<file path="config.mk">
export PLATFORM = sky130hd
export DESIGN_NAME = circ_buffer_param
export DESIGN_NICKNAME = d
export VERILOG_FILES = /design/src/rtl/circ_buffer_param.sv
export SDC_FILE = /design/constraint.sdc
export NUM_CORES = 1
export LEC_CHECK = 0
export ABC_AREA = 1
export CORE_MARGIN = 8
export CORE_UTILIZATION = 42
export CTS_CLUSTER_SIZE = 30
export DETAILED_ROUTE_END_ITERATION = 6
export HOLD_SLACK_MARGIN = 0.02
export PLACE_DENSITY = 0.64
export SYNTH_ARGS = -nofsm -noshare
export SYNTH_HDL_FRONTEND = slang
export SYNTH_SLANG_ARGS = --single-unit
</file>
<file path="constraint.sdc">
create_clock -name clk_i -period 3 [get_ports clk_i]
set_clock_uncertainty 0.2 [all_clocks]
set_input_delay 0.3 -clock clk_i [delete_from_list [all_inputs] [get_ports clk_i]]
set_output_delay 0.3 -clock clk_i [all_outputs]
set_load 0.01 [all_outputs]
</file>
<file path="src/rtl/circ_buffer_param.sv">
// circ_buffer_param: parametrised circular FIFO with occupancy count, threshold flags, sticky errors and flush
module circ_buffer_param #(
  parameter int WIDTH     = 8,
  parameter int DEPTH     = 8,
  parameter int AF_LEVEL  = DEPTH - 1,
  parameter int AE_LEVEL  = 1,
  parameter int OVERWRITE = 0,
  localparam int CW = $clog2(DEPTH + 1),
  localparam int PW = $clog2(DEPTH)
) (
  input  logic             clk_i,
  input  logic             rst_ni,
  input  logic             wr_i,
  input  logic             rd_i,
  input  logic [WIDTH-1:0] din_i,
  input  logic             flush_i,
  input  logic             clear_err_i,
  output logic [WIDTH-1:0] dout_o,
  output logic             dout_valid_o,
  output logic             empty_o,
  output logic             full_o,
  output logic             almost_empty_o,
  output logic             almost_full_o,
  output logic [CW-1:0]    count_o,
  output logic             overflow_o,
  output logic             underflow_o,
  output logic [PW-1:0]    wr_ptr_out_o,
  output logic [PW-1:0]    rd_ptr_out_o
);
  logic [WIDTH-1:0] mem_q [DEPTH];
  logic [PW-1:0]    wr_ptr_q, wr_ptr_d, rd_ptr_q, rd_ptr_d;
  logic [CW-1:0]    count_q, count_d;
  logic [WIDTH-1:0] dout_q, dout_d;
  logic             dv_q, dv_d, ovf_q, ovf_d, udf_q, udf_d;
  logic             full, empty, do_rd, do_wr, ovw, ovf_set, udf_set;

  // status is decoded purely from the registered count
  assign full           = count_q == CW'(DEPTH);
  assign empty          = count_q == '0;
  assign empty_o        = empty;
  assign full_o         = full;
  assign almost_full_o  = count_q >= CW'(AF_LEVEL);
  assign almost_empty_o = count_q <= CW'(AE_LEVEL);
  assign count_o        = count_q;
  assign dout_o         = dout_q;
  assign dout_valid_o   = dv_q;
  assign overflow_o     = ovf_q;
  assign underflow_o    = udf_q;
  assign wr_ptr_out_o   = wr_ptr_q;
  assign rd_ptr_out_o   = rd_ptr_q;

  // accept decisions, error detection and next-state; flush overrides rd/wr
  always_comb begin
    do_rd    = rd_i && !empty && !flush_i;
    do_wr    = wr_i && (!full || rd_i || OVERWRITE != 0) && !flush_i;
    ovw      = OVERWRITE != 0 && wr_i && full && !rd_i && !flush_i;
    ovf_set  = wr_i && full && !rd_i && !flush_i;
    udf_set  = rd_i && empty && !flush_i;
    wr_ptr_d = flush_i ? '0 : !do_wr ? wr_ptr_q :
               (wr_ptr_q == PW'(DEPTH - 1)) ? '0 : wr_ptr_q + 1'b1;
    rd_ptr_d = flush_i ? '0 : !(do_rd || ovw) ? rd_ptr_q :
               (rd_ptr_q == PW'(DEPTH - 1)) ? '0 : rd_ptr_q + 1'b1;
    count_d  = flush_i ? '0 : count_q + CW'(do_wr && !ovw) - CW'(do_rd);
    dout_d   = do_rd ? mem_q[rd_ptr_q] : dout_q;
    dv_d     = do_rd;
    ovf_d    = ovf_set || (ovf_q && !clear_err_i);
    udf_d    = udf_set || (udf_q && !clear_err_i);
  end

  // control and output registers, cleared by asynchronous reset
  always_ff @(posedge clk_i or negedge rst_ni) begin
    if (!rst_ni) begin
      wr_ptr_q <= '0;
      rd_ptr_q <= '0;
      count_q  <= '0;
      dout_q   <= '0;
      dv_q     <= 1'b0;
      ovf_q    <= 1'b0;
      udf_q    <= 1'b0;
    end else begin
      wr_ptr_q <= wr_ptr_d;
      rd_ptr_q <= rd_ptr_d;
      count_q  <= count_d;
      dout_q   <= dout_d;
      dv_q     <= dv_d;
      ovf_q    <= ovf_d;
      udf_q    <= udf_d;
    end
  end

  // storage array, deliberately left unreset
  always_ff @(posedge clk_i) begin
    if (do_wr) mem_q[wr_ptr_q] <= din_i;
  end
endmodule

</file>
==> results of run 1 <==
## stage by stage
stage / hold WS (ns) / area, um^2
floorplan: -0.1956 / 3859
global placement: 0.2658 / 4379
detailed placement: 0.2701 / 4379
CTS: 0.2904 / 4584
global route: 0.3054 / 4584
finish: 0.2827 / 4584
## worst paths after layout
kind | from | end | cells past startpoint
worst max-delay path | count_o[2]$_DFF_PN0_ | count_o[2]$_DFF_PN0_ | 12
worst min-delay path | rst_ni | overflow_o$_DFF_PN0_ | 1
worst max register to register | count_o[2]$_DFF_PN0_ | count_o[2]$_DFF_PN0_ | 12
worst min register to register | dout_o[7]$_DFFE_PN0P_ | dout_o[7]$_DFFE_PN0P_ | 2
max in group asynchronous | rst_ni | dout_o[7]$_DFFE_PN0P_ | 1
min in group clk_i | dout_o[7]$_DFFE_PN0P_ | dout_o[7]$_DFFE_PN0P_ | 2
## cell usage in the layout (no fill, tap or decap), types with 8 or more instances in the layout
cell type,netlist,layout
sky130_fd_sc_hd__buf_4,6,11
sky130_fd_sc_hd__clkbuf_8,0,9
sky130_fd_sc_hd__clkdlybuf4s50_1,0,38
sky130_fd_sc_hd__dfrtp_1,21,21
sky130_fd_sc_hd__edfxtp_1,64,64
sky130_fd_sc_hd__ha_1,12,12
sky130_fd_sc_hd__inv_1,63,63
sky130_fd_sc_hd__nand2_1,114,114
sky130_fd_sc_hd__nand3_1,51,51
sky130_fd_sc_hd__nor3_1,8,8
## critical path, delay by kind of cell (launching register included)
family / cells / cell delay (ns)
and+or+nand+nor: 4 / 0.32
adders and majority gates: 4 / 1.11
xor gates and xnor gates: 1 / 0.16
buffers and inverters: 3 / 0.24
DFF: 1 / 0.37
## kinds of logic after synthesis
logic type      after synthesis  synth area share, %
simple gates                190                21.66
flops                        85                63.42
buf+inv                      82                8.982
fa+ha+maj                    13                4.410
compound gates                9                1.297
xor+xnor                      1               0.2270
## area by class of cell
cell class	count	area (um^2)	share of cell area, %
Clock buffer	10	127.6	2.784
Multi-Input combinational cell	213	1065	23.23
Clock inverter	6	77.57	1.692
Sequential cell	85	2447	53.38
Inverter	70	265.3	5.786
Timing Repair Buffer	49	462.9	10.10
Tap cell	111	138.9	3.029
## metal layers
metal  share of wire [%]  wire length (um)  up-vias  track usage, %
met5                   0                 0        -               0
met4                 1.5               119        0           5.287
met3                 5.3               426       10           3.247
met2                  46              3687       58           20.03
met1                  47              3780     1229           18.11
li1                    -                 -     1313               -
## power by group
part / switching [mW] / internal [mW]
Sequential: 0.0706 / 1.38
Clock: 0.391 / 0.461
Combinational: 0.612 / 0.463
Total: 1.07 / 2.30
## flip-flops by register name, summed over array words and instances, names as in the netlist
register	flops
overflow_o	1
dout_o	8
count_o	4
mem_q	64
underflow_o	1
rd_ptr_out_o	3
dout_valid_o	1
wr_ptr_out_o	3
==> flow_summary.html, run 1 <==
<table>
<tr><th>Metric</th><th>Value</th></tr>
<tr><th colspan="2">Yosys</th></tr>
<tr><td>Unique cell type count in the Yosys netlist</td><td>30</td></tr>
<tr><td>Syn avg cell area</td><td>10.15 um^2</td></tr>
<tr><td>Predominant post-synthesis flop cell</td><td>sky130_fd_sc_hd__edfxtp_1</td></tr>
<tr><td>EDFF count, synth</td><td>64</td></tr>
<tr><td>Synth Instances</td><td>380</td></tr>
<tr><td>Proportion of register bits with asynchronous set or reset after synthesis</td><td>24.71%</td></tr>
<tr><td>Ranking of synthesized cells by area</td><td>sky130_fd_sc_hd__edfxtp_1 (50%), sky130_fd_sc_hd__dfrtp_1 (14%), sky130_fd_sc_hd__nand2_1 (11%)</td></tr>
<tr><td>Area share of the leading cell type in the synthesized netlist</td><td>49.81%</td></tr>
<tr><td>Post-synthesis instance area</td><td>3859 um^2</td></tr>
<tr><td>Net count after synthesis</td><td>407</td></tr>
<tr><td>Most common library cells after synthesis</td><td>sky130_fd_sc_hd__nand2_1 (114), sky130_fd_sc_hd__edfxtp_1 (64), sky130_fd_sc_hd__inv_1 (63)</td></tr>
<tr><td>Fraction of the yosys area taken by sequential cells</td><td>63.42%</td></tr>
<tr><td>Top cell type by total area after synthesis</td><td>sky130_fd_sc_hd__edfxtp_1</td></tr>
<tr><td>Most frequent cell after synthesis</td><td>sky130_fd_sc_hd__nand2_1</td></tr>
<tr><td>#FFs+latches synth</td><td>85</td></tr>
<tr><td>Number of warning messages in the yosys log</td><td>0</td></tr>
<tr><th colspan="2">Detailed routing</th></tr>
<tr><td>Post-detailed-route via-to-cell ratio</td><td>4.798</td></tr>
<tr><td>Vias after detailed routing</td><td>2,610</td></tr>
<tr><td>Total wire length after detailed routing</td><td>8.013 mm</td></tr>
<tr><td>Antenna viol nets, final</td><td>0</td></tr>
<tr><td>Starting DRC count in detailed routing</td><td>129</td></tr>
<tr><td>Routed len/inst</td><td>14.73 um</td></tr>
<tr><td>First-pass iteration count of the detailed router</td><td>4</td></tr>
<tr><td>DRC errors left</td><td>0</td></tr>
<tr><th colspan="2">Critical path</th></tr>
<tr><td>CP startpoint kind</td><td>flip-flop</td></tr>
<tr><td>Crit-path cells</td><td>inv_1 -&gt; ha_1 -&gt; nand3_2 -&gt; nand2_1 -&gt; inv_2 -&gt; nand2_2 -&gt; ha_1 -&gt; inv_1 -&gt; ha_1 -&gt; fa_1 -&gt; xnor2_1 -&gt; nor2_1</td></tr>
<tr><td>R2R setup slack</td><td>0.49 ns</td></tr>
<tr><td>Critical path data arrival time</td><td>2.55 ns</td></tr>
<tr><td>Category of the worst setup path capture point</td><td>flip-flop</td></tr>
<tr><td>Required time reported for the critical path endpoint</td><td>3.04 ns</td></tr>
<tr><td>Setup Crit Path Kind</td><td>flip-flop to flip-flop</td></tr>
<tr><td>Cell with the biggest individual delay on the critical path</td><td>sky130_fd_sc_hd__fa_1</td></tr>
<tr><td>Crit-path max FO</td><td>9</td></tr>
<tr><td>Longest individual stage delay on the worst path</td><td>0.39 ns</td></tr>
<tr><td>Most frequent cell on the critical path</td><td>sky130_fd_sc_hd__ha_1</td></tr>
<tr><th colspan="2">CTS</th></tr>
<tr><td>Post-CTS setup buffer count</td><td>0</td></tr>
<tr><td>CTS H-tree depth</td><td>3</td></tr>
<tr><td>Number of CTS-inserted buffers</td><td>9</td></tr>
<tr><td>Quantity of hold-fixing buffers added after cts</td><td>0</td></tr>
<tr><td>Sinks on Clock Net</td><td>85</td></tr>
<tr><td>Clock tree from TritonCTS</td><td>yes</td></tr>
<tr><td>Worst skew pair latency</td><td>0.35 ns</td></tr>
<tr><td>Post-CTS clock slew at the launch and capture registers of the worst setup and hold paths</td><td>0.08 ns</td></tr>
<tr><td>Post-CTS sizing</td><td>0</td></tr>
<tr><td>Clock root buffer master</td><td>sky130_fd_sc_hd__clkbuf_8</td></tr>
<tr><td>Buffers from clock root to sink, at most</td><td>2</td></tr>
<tr><th colspan="2">Power</th></tr>
<tr><td>VDD IR max</td><td>0.0002260 V</td></tr>
<tr><td>P_leak</td><td>2.040 nW</td></tr>
<tr><td>Total chip power</td><td>3.376 mW</td></tr>
<tr><td>Total power per unit cell area</td><td>736.4 nW/um^2</td></tr>
<tr><th colspan="2">STA</th></tr>
<tr><td>Slew at the pin closest to its max-slew limit</td><td>0.9619 ns</td></tr>
<tr><td>Highest clock rate</td><td>398.2 MHz</td></tr>
<tr><td>Unrepaired setup endpoints after global routing</td><td>no</td></tr>
<tr><td>Final setup violation count</td><td>0</td></tr>
<tr><td>Slew margin rel.</td><td>35.68%</td></tr>
<tr><td>Least setup slack across all paths after layout</td><td>0.4889 ns</td></tr>
<tr><td>Hold Vio Cnt, Final</td><td>0</td></tr>
<tr><td>Fin. max-slew vios</td><td>0</td></tr>
<tr><td>Shortest period the worst path allows</td><td>2.511 ns</td></tr>
<tr><td>Final clock period utilization by the worst path</td><td>83.70%</td></tr>
<tr><td>Setup tns final</td><td>0 ns</td></tr>
<tr><th colspan="2">Worst hold path</th></tr>
<tr><td>Hold WC Path Type</td><td>primary input to asynchronous set/reset pin</td></tr>
<tr><th colspan="2">Floorplan</th></tr>
<tr><td>Die outline height</td><td>111.9 um</td></tr>
<tr><td>Die Footprint</td><td>12,510 um^2</td></tr>
<tr><td>Core Box Area</td><td>9065 um^2</td></tr>
<tr><td>Effective utilization at floorplan</td><td>42.57%</td></tr>
<tr><td>Ports</td><td>39</td></tr>
<tr><td>Core Rows</td><td>35</td></tr>
<tr><td>Die span in x</td><td>111.9 um</td></tr>
<tr><th colspan="2">Status</th></tr>
<tr><td>Outcome</td><td>finished clean</td></tr>
<tr><th colspan="2">Placement</th></tr>
<tr><td>Total placed cells including tap cells</td><td>528</td></tr>
<tr><td>Post-detailed-placement half-perimeter wirelength</td><td>5.319 mm</td></tr>
<tr><td>Port Buffers</td><td>38</td></tr>
<tr><td>Routability-driven placement congestion ratio</td><td>0.7551</td></tr>
<tr><td>Worst-case setup slack after placement</td><td>0.2652 ns</td></tr>
<tr><th colspan="2">Global routing</th></tr>
<tr><td>Global-route wire length before repair</td><td>13.08 mm</td></tr>
<tr><td>Total track usage</td><td>13.34%</td></tr>
<tr><td>Maximum number of pins on one net before global-route repair</td><td>37</td></tr>
<tr><td>Number of global-route vias before repair</td><td>2,513</td></tr>
<tr><td>Antenna violations before repair</td><td>0</td></tr>
<tr><td>Global route overflow</td><td>0</td></tr>
<tr><th colspan="2">Cells and area</th></tr>
<tr><td>Non-filler instance count after layout</td><td>544</td></tr>
<tr><td>Number of diodes</td><td>0</td></tr>
<tr><td>Post-layout util</td><td>50.57%</td></tr>
<tr><td>Filler Cell Count</td><td>819</td></tr>
<tr><td>Post-synthesis to final-layout area growth</td><td>18.81%</td></tr>
<tr><td>Net count of the finished layout</td><td>455</td></tr>
<tr><td>Fraction of layout instances using a drive strength above 1</td><td>8.314%</td></tr>
<tr><th colspan="2">Job</th></tr>
<tr><td>Count of maximum capacitance violations</td><td>0</td></tr>
</table>
Note: power is estimated with default switching activity, not from simulation.
==> inputs of run 2 (changes only) <==
PLACE_DENSITY = 0.66   (was 0.64)
clock period = 2.1 ns   (was 3 ns; I/O delays follow)
==> flow_summary.html, run 2 (synthesis results as in run 1) <==
<table>
<tr><th>Metric</th><th>Value</th></tr>
<tr><th colspan="2">Detailed routing</th></tr>
<tr><td>Antenna viol nets, final</td><td>0 (unchanged)</td></tr>
<tr><td>Post-detailed-route via-to-cell ratio</td><td>4.833 (+0.73%)</td></tr>
<tr><td>Starting DRC count in detailed routing</td><td>141 (+9.3%)</td></tr>
<tr><td>Vias after detailed routing</td><td>2,803 (+7.4%)</td></tr>
<tr><td>Routed len/inst</td><td>14.81 um (+0.55%)</td></tr>
<tr><td>Total wire length after detailed routing</td><td>8.590 mm (+7.2%)</td></tr>
<tr><td>DRC errors left</td><td>0 (unchanged)</td></tr>
<tr><td>First-pass iteration count of the detailed router</td><td>4 (unchanged)</td></tr>
<tr><th colspan="2">Placement</th></tr>
<tr><td>Post-detailed-placement half-perimeter wirelength</td><td>5.636 mm (+6.0%)</td></tr>
<tr><td>Placement Cell Area</td><td>4597 um^2 (+5.0%)</td></tr>
<tr><td>Port Buffers</td><td>38 (unchanged)</td></tr>
<tr><td>Routability-driven placement congestion ratio</td><td>0.7980 (+5.7%)</td></tr>
<tr><th colspan="2">STA</th></tr>
<tr><td>Setup tns final</td><td>-0.4541 ns (-0.4541 ns)</td></tr>
<tr><td>Slew margin rel.</td><td>76.35% (+41 points)</td></tr>
<tr><td>Slew at the pin closest to its max-slew limit</td><td>0.3542 ns (-0.6077 ns)</td></tr>
<tr><td>Hold Vio Cnt, Final</td><td>0 (unchanged)</td></tr>
<tr><td>Unrepaired setup endpoints after global routing</td><td>yes</td></tr>
<tr><td>Final clock period utilization by the worst path</td><td>105.6% (+22 points)</td></tr>
<tr><td>Shortest period the worst path allows</td><td>2.218 ns (-0.2931 ns)</td></tr>
<tr><td>Fin. max-slew vios</td><td>0 (unchanged)</td></tr>
<tr><td>Least setup slack across all paths after layout</td><td>-0.1180 ns (-0.6069 ns)</td></tr>
<tr><td>Final setup violation count</td><td>17 (+17)</td></tr>
<tr><td>Highest clock rate</td><td>450.8 MHz (+13%)</td></tr>
<tr><th colspan="2">Critical path</th></tr>
<tr><td>Gate family responsible for the most delay along the worst path</td><td>adder cells</td></tr>
<tr><td>Cell with the biggest individual delay on the critical path</td><td>sky130_fd_sc_hd__fa_2</td></tr>
<tr><td>Critical path data arrival time</td><td>2.30 ns (-0.25 ns)</td></tr>
<tr><td>R2R setup slack</td><td>-0.12 ns (-0.61 ns)</td></tr>
<tr><td>Worst Setup EP</td><td>count_o[1]$_DFF_PN0_</td></tr>
<tr><td>Critical path depth</td><td>11 (-1)</td></tr>
<tr><td>Crit-path max FO</td><td>3 (-6)</td></tr>
<tr><td>Crit-path cells</td><td>ha_4 -&gt; nand3_2 -&gt; nand2_2 -&gt; inv_2 -&gt; nand2_4 -&gt; ha_4 -&gt; inv_2 -&gt; ha_4 -&gt; fa_2 -&gt; inv_2 -&gt; nor2_2</td></tr>
<tr><td>Category of the worst setup path capture point</td><td>flip-flop</td></tr>
<tr><td>Required time reported for the critical path endpoint</td><td>2.18 ns (-0.86 ns)</td></tr>
<tr><td>Setup Crit Path Kind</td><td>flip-flop to flip-flop</td></tr>
<tr><td>CP startpoint kind</td><td>flip-flop</td></tr>
<tr><td>Buffer and inverter count on the worst path</td><td>3 (unchanged)</td></tr>
<tr><td>Reg-to-Reg Start</td><td>count_o[3]$_DFF_PN0_</td></tr>
<tr><td>Reg2Reg Capture Point</td><td>count_o[1]$_DFF_PN0_</td></tr>
<tr><td>Worst Reg2Reg Path Length in Cells</td><td>11 (-1)</td></tr>
<tr><td>Longest individual stage delay on the worst path</td><td>0.52 ns (+0.13 ns)</td></tr>
<tr><td>Worst setup path startpoint</td><td>count_o[3]$_DFF_PN0_</td></tr>
<tr><th colspan="2">Floorplan</th></tr>
<tr><td>Ports</td><td>39 (unchanged)</td></tr>
<tr><td>Die span in x</td><td>111.9 um (unchanged)</td></tr>
<tr><td>Die Footprint</td><td>12,510 um^2 (unchanged)</td></tr>
<tr><td>Effective utilization at floorplan</td><td>42.57% (unchanged)</td></tr>
<tr><td>Die outline height</td><td>111.9 um (unchanged)</td></tr>
<tr><td>Core Rows</td><td>35 (unchanged)</td></tr>
<tr><td>Core Box Area</td><td>9065 um^2 (unchanged)</td></tr>
<tr><th colspan="2">Global routing</th></tr>
<tr><td>Number of global-route vias before repair</td><td>2,754 (+9.6%)</td></tr>
<tr><td>Antenna violations before repair</td><td>0 (unchanged)</td></tr>
<tr><td>Total track usage</td><td>13.98% (+0.63 points)</td></tr>
<tr><td>Maximum number of pins on one net before global-route repair</td><td>34 (-8.1%)</td></tr>
<tr><td>Global-route wire length before repair</td><td>13.78 mm (+5.3%)</td></tr>
<tr><td>Global route overflow</td><td>0 (unchanged)</td></tr>
<tr><th colspan="2">Cells and area</th></tr>
<tr><td>Post-layout util</td><td>55.36% (+4.8 points)</td></tr>
<tr><td>Most common cell after layout, fill and taps aside</td><td>sky130_fd_sc_hd__nand2_1</td></tr>
<tr><td>Fraction of layout instances using a drive strength above 1</td><td>21.96% (+14 points)</td></tr>
<tr><td>Total non-filler cell area in the finished layout</td><td>5019 um^2 (+9.5%)</td></tr>
<tr><td>Net count of the finished layout</td><td>491 (+7.9%)</td></tr>
<tr><td>Register with the most flip-flops</td><td>mem_q</td></tr>
<tr><td>Flip-flop count of the largest register after layout</td><td>64 (unchanged)</td></tr>
<tr><td>Leading cell types in the layout, fill and taps excluded</td><td>sky130_fd_sc_hd__nand2_1 (112), sky130_fd_sc_hd__edfxtp_1 (64), sky130_fd_sc_hd__inv_1 (58)</td></tr>
<tr><td>Post-synthesis to final-layout area growth</td><td>30.06%</td></tr>
<tr><td>Number of diodes</td><td>0 (unchanged)</td></tr>
<tr><th colspan="2">CTS</th></tr>
<tr><td>CTS H-tree depth</td><td>3 (unchanged)</td></tr>
<tr><td>Clock tree from TritonCTS</td><td>yes</td></tr>
<tr><td>Number of CTS-inserted buffers</td><td>9 (unchanged)</td></tr>
<tr><td>Post-CTS clock slew at the launch and capture registers of the worst setup and hold paths</td><td>0.09 ns (about the same)</td></tr>
<tr><td>Buffers from clock root to sink, at most</td><td>2 (unchanged)</td></tr>
<tr><td>Worst skew pair latency</td><td>0.35 ns (about the same)</td></tr>
<tr><td>Sinks on Clock Net</td><td>85 (unchanged)</td></tr>
<tr><td>Clock root buffer master</td><td>sky130_fd_sc_hd__clkbuf_8</td></tr>
<tr><th colspan="2">Power</th></tr>
<tr><td>Total power per unit cell area</td><td>1028 nW/um^2 (+40%)</td></tr>
<tr><td>VDD IR max</td><td>0.0004560 V (+100%)</td></tr>
<tr><td>Total chip power</td><td>5.158 mW (+53%)</td></tr>
<tr><td>P_leak</td><td>2.229 nW (+9.3%)</td></tr>
<tr><th colspan="2">Worst hold path</th></tr>
<tr><td>Hold WC Path Type</td><td>primary input to flip-flop</td></tr>
<tr><th colspan="2">Job</th></tr>
<tr><td>Count of maximum capacitance violations</td><td>0 (unchanged)</td></tr>
<tr><th colspan="2">Status</th></tr>
<tr><td>Failing checks</td><td>negative setup slack</td></tr>
<tr><td>Outcome</td><td>finished with violations</td></tr>
</table>
## run 2: how the worst min path moves through the flow
stage | cells past startpoint | end | startpoint
finish | 2 | overflow_o$_DFF_PN0_ | clear_err_i
floorplan | 0 | count_o[0]$_DFF_PN0_ | rst_ni
global route | 2 | overflow_o$_DFF_PN0_ | clear_err_i
global placement | 2 | dout_o[0]$_DFFE_PN0P_ | dout_o[0]$_DFFE_PN0P_
CTS | 2 | overflow_o$_DFF_PN0_ | clear_err_i
detailed placement | 2 | dout_o[0]$_DFFE_PN0P_ | dout_o[0]$_DFFE_PN0P_
## run 2: layout make-up
class,instances,area [um^2]
fill,771,4046
sequential,85,2447
timing repair buffer,85,757.0
clock inverter,6,53.80
multi-input combinational,213,1224
inverter,70,270.3
clock buffer,10,127.6
tap,111,138.9
## run 2: what timing repair did
item                       CTS  global route
setup buffers               12             3
pin swaps                    4             8
setup endpoints to repair    7             5
gates resized for setup     10            27
hold buffers                 1             0
hold endpoints to repair    21             0
## run 2: where the power goes
| group | internal [mW] | switching [mW] | leakage, nW |
|---|---|---|---|
| logic | 0.926 | 1.07 | 1.29 |
| registers | 1.97 | 0.112 | 0.852 |
| clock network | 0.453 | 0.625 | 0.0898 |
| total | 3.35 | 1.81 | 2.23 |
## run 2: per-layer routing
metal / track usage, % / vias up / part of all wire [%]
li1: - / 1385 / -
met1: 18.06 / 1320 / 44
met2: 21.85 / 84 / 48
met3: 3.139 / 14 / 6.4
met4: 6.472 / 0 / 1.6
met5: 0 / - / 0
## run 2: through the flow
| step | hold slack [ns] | instances | setup WS (ns) |
|---|---|---|---|
| after global routing | 0.2929 | 580 | -0.1696 |
| after detailed placement | 0.2661 | 548 | -0.3185 |
| after global placement | 0.2668 | 548 | -0.2272 |
| after CTS | 0.2593 | 577 | -0.1498 |
| final | 0.2727 | 580 | -0.1180 |
| after floorplan | -0.2856 | 380 | -0.1878 |
